### src/rtl/sram_seq.sv
// rtl/sram_seq.sv - SRAM write/read-back test sequencer driving the I/O controller oen/wen handshake
//
// Purpose:
//   On an accepted start, writes count words of seed+i to base+i through the
//   active-low request handshake of the SRAM I/O controller. With
//   SRAM_SEQ_VERIFY_EN defined, the words are then read back and compared,
//   and mismatches are reported. Without it, the run ends after the writes
//   with pass=1, err_cnt=0 and first_err_addr tied to 0.
//
// Ports:
//   clk, rst          - single clock, synchronous active-high reset
//   start             - one-cycle request, accepted only in IDLE
//   base_addr, seed,
//   count             - run parameters, sampled when start is accepted
//   oen, wen          - active-low read/write requests to the I/O controller
//   data_in, addr     - write data and word address to the I/O controller
//   data_out, done    - read data and completion level from the I/O controller
//   busy, finished,
//   pass, err_cnt,
//   first_err_addr    - run status for board-level reporting
module sram_seq #(
  parameter int ADDR_WIDTH = 20,
  parameter int DATA_WIDTH = 32,
  parameter int CNT_WIDTH  = 4
) (
  input  logic                  clk,
  input  logic                  rst,
  input  logic                  start,
  input  logic [ADDR_WIDTH-1:0] base_addr,
  input  logic [DATA_WIDTH-1:0] seed,
  input  logic [CNT_WIDTH-1:0]  count,
  output logic                  oen,
  output logic                  wen,
  output logic [DATA_WIDTH-1:0] data_in,
  output logic [ADDR_WIDTH-1:0] addr,
  input  logic [DATA_WIDTH-1:0] data_out,
  input  logic                  done,
  output logic                  busy,
  output logic                  finished,
  output logic                  pass,
  output logic [CNT_WIDTH-1:0]  err_cnt,
  output logic [ADDR_WIDTH-1:0] first_err_addr
);

`ifdef SRAM_SEQ_VERIFY_EN
  typedef enum logic [2:0] {
    S_IDLE   = 3'd0,
    S_WR_REQ = 3'd1,
    S_WR_REL = 3'd2,
    S_RD_REQ = 3'd3,
    S_RD_REL = 3'd4,
    S_FINISH = 3'd5
  } state_t;
`else
  typedef enum logic [2:0] {
    S_IDLE   = 3'd0,
    S_WR_REQ = 3'd1,
    S_WR_REL = 3'd2,
    S_FINISH = 3'd5
  } state_t;
`endif

  state_t                state_q, state_d;
  logic [ADDR_WIDTH-1:0] base_q, base_d;
  logic [DATA_WIDTH-1:0] seed_q, seed_d;
  logic [CNT_WIDTH-1:0]  cnt_q, cnt_d;
  logic [CNT_WIDTH-1:0]  idx_q, idx_d;
  logic                  oen_q, oen_d;
  logic                  wen_q, wen_d;
  logic [DATA_WIDTH-1:0] data_in_q, data_in_d;
  logic [ADDR_WIDTH-1:0] addr_q, addr_d;
  logic                  busy_q, busy_d;
  logic                  finished_q, finished_d;
  logic                  pass_q, pass_d;

  logic [CNT_WIDTH-1:0]  idx_inc;
  logic                  last_word;
  logic                  no_errors;

  assign idx_inc   = idx_q + CNT_WIDTH'(1);
  // Only evaluated outside IDLE, where cnt_q is known to be non-zero.
  assign last_word = (idx_q == (cnt_q - CNT_WIDTH'(1)));

`ifdef SRAM_SEQ_VERIFY_EN
  logic [CNT_WIDTH-1:0]  err_cnt_q, err_cnt_d;
  logic [ADDR_WIDTH-1:0] first_err_addr_q, first_err_addr_d;
  logic [DATA_WIDTH-1:0] expect_data;

  assign expect_data = seed_q + DATA_WIDTH'(idx_q);
  assign no_errors   = (err_cnt_q == '0);
`else
  logic unused_data_out;

  assign unused_data_out = ^data_out;
  assign no_errors       = 1'b1;
`endif

  always_comb begin
    state_d    = state_q;
    base_d     = base_q;
    seed_d     = seed_q;
    cnt_d      = cnt_q;
    idx_d      = idx_q;
    oen_d      = oen_q;
    wen_d      = wen_q;
    data_in_d  = data_in_q;
    addr_d     = addr_q;
    busy_d     = busy_q;
    finished_d = finished_q;
    pass_d     = pass_q;
`ifdef SRAM_SEQ_VERIFY_EN
    err_cnt_d        = err_cnt_q;
    first_err_addr_d = first_err_addr_q;
`endif

    unique case (state_q)
      S_IDLE: begin
        if (start) begin
          base_d     = base_addr;
          seed_d     = seed;
          cnt_d      = count;
          idx_d      = '0;
          finished_d = 1'b0;
          pass_d     = 1'b0;
          busy_d     = 1'b1;
`ifdef SRAM_SEQ_VERIFY_EN
          err_cnt_d        = '0;
          first_err_addr_d = '0;
`endif
          if (count == '0) begin
            state_d = S_FINISH;
          end else begin
            // Request is registered so it appears in the cycle after start.
            state_d   = S_WR_REQ;
            wen_d     = 1'b0;
            addr_d    = base_addr;
            data_in_d = seed;
          end
        end
      end

      S_WR_REQ: begin
        if (done) begin
          wen_d   = 1'b1;
          state_d = S_WR_REL;
        end
      end

      S_WR_REL: begin
        if (!done) begin
          if (last_word) begin
            idx_d = '0;
`ifdef SRAM_SEQ_VERIFY_EN
            state_d = S_RD_REQ;
            oen_d   = 1'b0;
            addr_d  = base_q;
`else
            state_d = S_FINISH;
`endif
          end else begin
            idx_d     = idx_inc;
            state_d   = S_WR_REQ;
            wen_d     = 1'b0;
            addr_d    = base_q + ADDR_WIDTH'(idx_inc);
            data_in_d = seed_q + DATA_WIDTH'(idx_inc);
          end
        end
      end

`ifdef SRAM_SEQ_VERIFY_EN
      S_RD_REQ: begin
        if (done) begin
          oen_d   = 1'b1;
          state_d = S_RD_REL;
          if (data_out != expect_data) begin
            if (err_cnt_q != '1) begin
              err_cnt_d = err_cnt_q + CNT_WIDTH'(1);
            end
            // addr_q still holds base+i for the word under test.
            if (err_cnt_q == '0) begin
              first_err_addr_d = addr_q;
            end
          end
        end
      end

      S_RD_REL: begin
        if (!done) begin
          if (last_word) begin
            idx_d   = '0;
            state_d = S_FINISH;
          end else begin
            idx_d   = idx_inc;
            state_d = S_RD_REQ;
            oen_d   = 1'b0;
            addr_d  = base_q + ADDR_WIDTH'(idx_inc);
          end
        end
      end
`endif

      S_FINISH: begin
        finished_d = 1'b1;
        busy_d     = 1'b0;
        pass_d     = no_errors;
        state_d    = S_IDLE;
      end

      default: begin
        state_d = S_IDLE;
      end
    endcase
  end

  always_ff @(posedge clk) begin
    if (rst) begin
      state_q    <= S_IDLE;
      base_q     <= '0;
      seed_q     <= '0;
      cnt_q      <= '0;
      idx_q      <= '0;
      oen_q      <= 1'b1;
      wen_q      <= 1'b1;
      data_in_q  <= '0;
      addr_q     <= '0;
      busy_q     <= 1'b0;
      finished_q <= 1'b0;
      pass_q     <= 1'b0;
    end else begin
      state_q    <= state_d;
      base_q     <= base_d;
      seed_q     <= seed_d;
      cnt_q      <= cnt_d;
      idx_q      <= idx_d;
      oen_q      <= oen_d;
      wen_q      <= wen_d;
      data_in_q  <= data_in_d;
      addr_q     <= addr_d;
      busy_q     <= busy_d;
      finished_q <= finished_d;
      pass_q     <= pass_d;
    end
  end

`ifdef SRAM_SEQ_VERIFY_EN
  always_ff @(posedge clk) begin
    if (rst) begin
      err_cnt_q        <= '0;
      first_err_addr_q <= '0;
    end else begin
      err_cnt_q        <= err_cnt_d;
      first_err_addr_q <= first_err_addr_d;
    end
  end

  assign err_cnt        = err_cnt_q;
  assign first_err_addr = first_err_addr_q;
`else
  assign err_cnt        = '0;
  assign first_err_addr = '0;
`endif

  assign oen      = oen_q;
  assign wen      = wen_q;
  assign data_in  = data_in_q;
  assign addr     = addr_q;
  assign busy     = busy_q;
  assign finished = finished_q;
  assign pass     = pass_q;

endmodule

### config.mk
export PLATFORM = sky130hd
export DESIGN_NAME = sram_seq
export DESIGN_NICKNAME = d
export VERILOG_FILES = /design/src/rtl/sram_seq.sv
export SDC_FILE = /design/constraint.sdc
export NUM_CORES = 1
export LEC_CHECK = 0
export CAP_MARGIN = 20
export CORE_MARGIN = 4
export CORE_UTILIZATION = 45
export DETAILED_ROUTE_END_ITERATION = 8
export GPL_ROUTABILITY_DRIVEN = 0
export PLACE_DENSITY = 0.88
export SLEW_MARGIN = 40
export SYNTH_ARGS = -nofsm -noshare
export SYNTH_HDL_FRONTEND = slang
export SYNTH_SLANG_ARGS = --single-unit
### constraint.sdc
create_clock -name clk -period 3.6 [get_ports clk]
set_input_delay 0.72 -clock clk [delete_from_list [all_inputs] [get_ports clk]]
set_output_delay 0.72 -clock clk [all_outputs]
set_load 0.03 [all_outputs]
# Word level (Yosys, flattened, before mapping)
# Cells that the tools add are included.
# totals
input_bits	92
out_inout_bits	81
register_bits	118
word_cells	64
# classes
n_mux	30
addsub	4
reduce_logical	11
n_eq_ne	9
# op_table
cell	count
32-bit 2-to-1 mux	4
20-bit 2-to-1 mux	4
32-bit one-hot mux with 2 select lines	1
20-bit one-hot mux with 2 select lines	1
32-bit by 4-bit adder with 32-bit output	1
20-bit by 4-bit adder with 20-bit output	1
3-bit 2-to-1 mux	5
4-bit 2-to-1 mux	3
2-bit != test, second input constant	5
3-bit one-hot mux with 3 select lines	1
4-bit one-hot mux with 2 select lines	1
1-bit 2-to-1 mux	7
3-bit AND reduction	2
6-bit AND reduction	1
5-bit AND reduction	1
4-bit by 1-bit adder with 4-bit output, second input constant	1
4-bit equality test	1
4-bit logical NOT	1
1-bit one-hot mux with 2 select lines	2
2-bit AND reduction	2
2-bit nonzero test	2
4-bit by 1-bit subtractor with 4-bit output, second input constant	1
3-bit by 1-bit equality test with 1-bit output, second input constant	1
3-bit by 2-bit equality test with 1-bit output, second input constant	1
4 further kinds	4

# Longest topological paths before layout
# logic_depth
depth_word	5
depth_mapped	9
ltp_nobuf	8

# Worst setup path before layout
# OpenSTA, ideal clock, no wires.
# synth_timing
path_type	flip-flop to flip-flop
startpoint	register idx_q[0]
endpoint	register data_in_q[30], in the netlist data_in[30]
path_stages_with_launch	9
t_arrival_ns	2.261
path_slack_ns	1.209
setup_time_ns	0.130
period_less_slack_ns	2.391
required_ns	3.470
cell_sequence	dfxtp_1 > ha_1 > xor2_1 > ha_1 > nand3_2 > a2111o_1 > nor4_2 > xnor2_1 > o22ai_1
# synth_between
elab_chain_cells	5
elab_cells_between_ends	8
# synth_lines
item	line	text
start, declared	67	logic [CNT_WIDTH-1:0] idx_q, idx_d;
start signal, assigned	234	idx_q <= idx_d;
4-bit by 1-bit adder with 4-bit output	80	assign idx_inc = idx_q + CNT_WIDTH'(1);
32-bit by 4-bit adder with 32-bit output	165	data_in_d = seed_q + DATA_WIDTH'(idx_inc);
32-bit 2-to-1 mux	151	if (last_word) begin
32-bit 2-to-1 mux	150	if (!done) begin
32-bit one-hot mux with 2 select lines	116	unique case (state_q)
end signal, assigned	237	data_in_q <= data_in_d;
end, declared	70	logic [DATA_WIDTH-1:0] data_in_q, data_in_d;
# Parallel ways exist; a longest one is shown, timed or not. The select of a mux whose other input is x is not followed.
# A chain may end at the register's enable or synchronous reset.

# Worst setup path after layout
# layout_timing
startpoint	register idx_q[2]
endpoint	register data_in_q[24], in the netlist data_in[24]
# Same word-level chain as after synthesis.

==> metrics.md <==
| Metric | Value |
|---|---|
| Status | complete, no violations |
| Area of the core | between 10000 and 15000 um2 |
| WL/cell | approximately 17 um |
| Crit path max-delay family | compound AO/OA/AOI/OAI gates |
| Setup Viol. Count Final | 0 |
| Unrepaired setup endpoints after global routing | no |
| Final Slew Violations | 0 |
| Clock slew seen by the registers of the worst setup and hold paths | roughly 0.06 ns |
| Met2 GRT Util | 0.3433 |
| TritonCTS Buffers | 17 |
| Die ar. | ~16000 um2 |
| Ys Warns | 0 |
| Largest cells by area after synthesis | dfxtp_1 38%, nand2_1 9.8%, a21oi_1 6.8%, xnor2_1 4.4%, buf_4 4.0% |
| TritonRoute pass-1 iters | 5 |
| Post-Synthesis Cells | roughly 790 |
| Clock root buffer | clkbuf_16 |
| Total gr overflow | 0 |
| Number of global-route vias before repair | 5692 |
| Residual DRC count | 0 |
| Fin Clk Skew | 0.007167 ns |
| Ys async rst share | 0 |
| Met3 Resource Use GR | 0.06439 |
| Synth Cell Area | just over 6000 um2 |
| Total track usage | 0.2211 |
| Hold Path End | addr[6] |
| Cells on worst reg2reg path | 8 |
| Cell type of the slowest stage on the worst timing path | a2111o_1 |
| DIE HEIGHT | ~130 um |
| Worst R2R Start | idx_q[2] |
| Via/cell ratio | ~5.6 |
| Crit path largest cell delay | slightly above 0.6 ns |
| Hold path depth | 2 |
| Min Hold Slack | 0.4544 ns |
| Total of max-cap violations | 0 |
| Synth unique cells | 64 |
| Fin. Hold Viols | 0 |
| Post-DP HPWL | 11810 um |
| Ys flop type | dfxtp_1 |
| Worst-case clock buffer depth | 2 |
| Largest net degree at the start of global routing | 57 |
| Worst-Margin Slew | ~0.63 ns |
| Total Neg Setup Slack | 0 ns |
| Via Count | approximately 6000 |
| Crit start category | flop |
| Number of synthesized flops with an enable pin | 0 |
| Post-CTS Resized | 0 |
| Layout fillers | 1140 |
| Worst Path Buf+Inv | 0 |
| Worst flop-to-flop path endpoint | data_in[24] |
| Site Rows | 42 |
| Buffers on Ports | 115 |
| Drt total wl | approximately 18000 um |
| Synth area leader | dfxtp_1 |
| Most frequent CP cell | o31ai_1 |
| Initial DRC Count | ~490 |
| WS Path Type | reg -> reg |
| CTS HTree Levels | 4 |
| Worst reg2reg setup slack | 0.69 ns |
| Starting Density | 0.4643 |
| Initial antenna violation count | 0 |
| Synth top area share | 0.3797 |
| Post-CTS Setup Inserts | 0 |
| CP arrival | 3.21 ns |
| Diode count | 0 |
| Die X | around 130 um |
| Pwr/cell area | just under 500 nW/um2 |
| Period utilisation layout | 0.8087 |
| Max Fanout on Critical Path | 8 |
| Worst vdd ir | between 300 and 400 uV |
| Area growth, synth to finish | 29.18% |
| Crit path required time | between 3 and 4 ns |
| Hold path startpoint | addr[6] |
| Sequential area share after synthesis | 0.3797 |
| Clk sink count | about 120 |
| Post-route ant nets | 0 |
| Synthesized area per cell | around 8 um2 |
| CTS tree | done |
| Layout cells sized above 1 | 0.06742 |
| Critical Path Sink Type | flop |
| Relative slew margins | 0.5805 |
| Met1 GRT Util | 0.2898 |
| Global-route wire length before repair | around 28000 um |
| Seq cells post-synth | between 100 and 150 |
| Max Clk Rate | 0.3435 GHz |
| Static Leakage | roughly 0.0029 uW |
| Critical path, cell by cell | nand3_1, xnor2_1, ha_1, nand3_2, a2111o_1, o31ai_1, nor3b_1, o31ai_1 |
| Final min period | 2.911 ns |
| Final net count | between 900 and 1000 |
| Worst Hold Class | reg -> reg |
| Clk_lat worst skew | approximately 0.42 ns |
| Post-CTS Hold Fix Bufs | 0 |
| Num ports | between 150 and 200 |
| Gr busiest metal | met2 |
tightest hold or removal path, stage by stage (launching register included):
cell	delay (ns)
dfxtp_1	0.30
nand2_1	0.05
a21oi_1	0.05
final cells by class:
cell class                 instances  area [um2]  area share
tap                              176       220.2     0.02740
timing repair buffer             131        1295      0.1611
clock buffer                      25       515.5     0.06413
inverter                          12       45.04    0.005604
sequential                       118        2362      0.2939
multi-input combinational        597        3485      0.4335
clock inverter                     7       115.1     0.01432
per-stage QoR:
stage	area, um2	instances	worst slack (ns)	total power [uW]	util
6_report	8038	1066	0.6888	3983	0.5998
3_5_place_dp	7396	1033	0.4627	2203	0.5519
3_3_place_gp	7396	1033	0.5600	2186	0.5519
2_1_floorplan	6309	809	1.209	1947	-
5_1_grt	8038	1066	0.4247	4128	0.5998
4_1_cts	8026	1065	0.7198	3994	0.5990
how the worst max path moves through the flow:
stage,slack (ns),to,startpoint,cells past startpoint
after floorplan,1.21,data_in[30],idx_q[0],8
after global placement,0.56,data_in[19],start,6
after detailed placement,0.46,data_in[26],done,6
after CTS,0.72,data_in[30],idx_q[2],8
after global routing,0.42,data_in[16],idx_q[2],8
final,0.69,data_in[24],idx_q[2],8
metal layers:
metal,part of all wire,wire length (um)
met1,0.44,7814
met3,0.078,1377
met2,0.46,8141
met5,0,0
met4,0.022,396
flip-flops by register name, summed over array words and instances (netlist names):
register and flops:
pass 1, cnt_q 4, seed_q 32, wen 1
busy 1, addr 20, idx_q 4, data_in 32
base_q 20, state_q 3
report_power, final:
| group | internal, uW | leakage, uW | switching [uW] |
|---|---|---|---|
| clock | 1200 | 0.000306 | 600 |
| combinational | 283 | 0.00159 | 418 |
| sequential | 1400 | 0.000969 | 81.2 |
| total | 2880 | 0.00286 | 1100 |
logic make-up (layout without fill, tap and decap cells):
| logic type | Yosys count | in the layout | share of synthesized area |
|---|---|---|---|
| compound gates | 201 | 201 | 0.2115 |
| simple gates | 316 | 316 | 0.2385 |
| xor+xnor | 41 | 41 | 0.05992 |
| flops | 118 | 118 | 0.3797 |
| buf+inv | 94 | 175 | 0.07903 |
| mux | 1 | 1 | 0.001609 |
| other cells | 2 | 25 | 0.001207 |
| fa+ha+maj | 13 | 13 | 0.02855 |
cell usage after synthesis, types with 7 or more instances:
cell type / n
nand4_1: 13
inv_1: 12
buf_4: 33
nand2_1: 163
xnor2_1: 31
a311oi_1: 10
xor2_1: 9
ha_1: 11
a21oi_1: 85
nand3_1: 43
o31ai_1: 7
buf_2: 12
nor3_1: 12
dfxtp_1: 118
nor2_1: 36
and4_1: 9
o21ai_0: 14
clkbuf_1: 33
o221ai_1: 10
o22ai_1: 8
o21ai_1: 8
cells in the final DEF, fill, tap and decap left out, types with 14 or more instances in the layout:
| cell | netlist | final |
|---|---|---|
| xnor2_1 | 31 | 31 |
| nor2_1 | 36 | 35 |
| clkdlybuf4s50_1 | 0 | 114 |
| clkbuf_16 | 0 | 17 |
| conb_1 | 2 | 25 |
| o21ai_0 | 14 | 14 |
| dfxtp_1 | 118 | 118 |
| nand2_1 | 163 | 163 |
| nand3_1 | 43 | 43 |
| a21oi_1 | 85 | 85 |
Note: power is estimated with default switching activity, not from simulation.
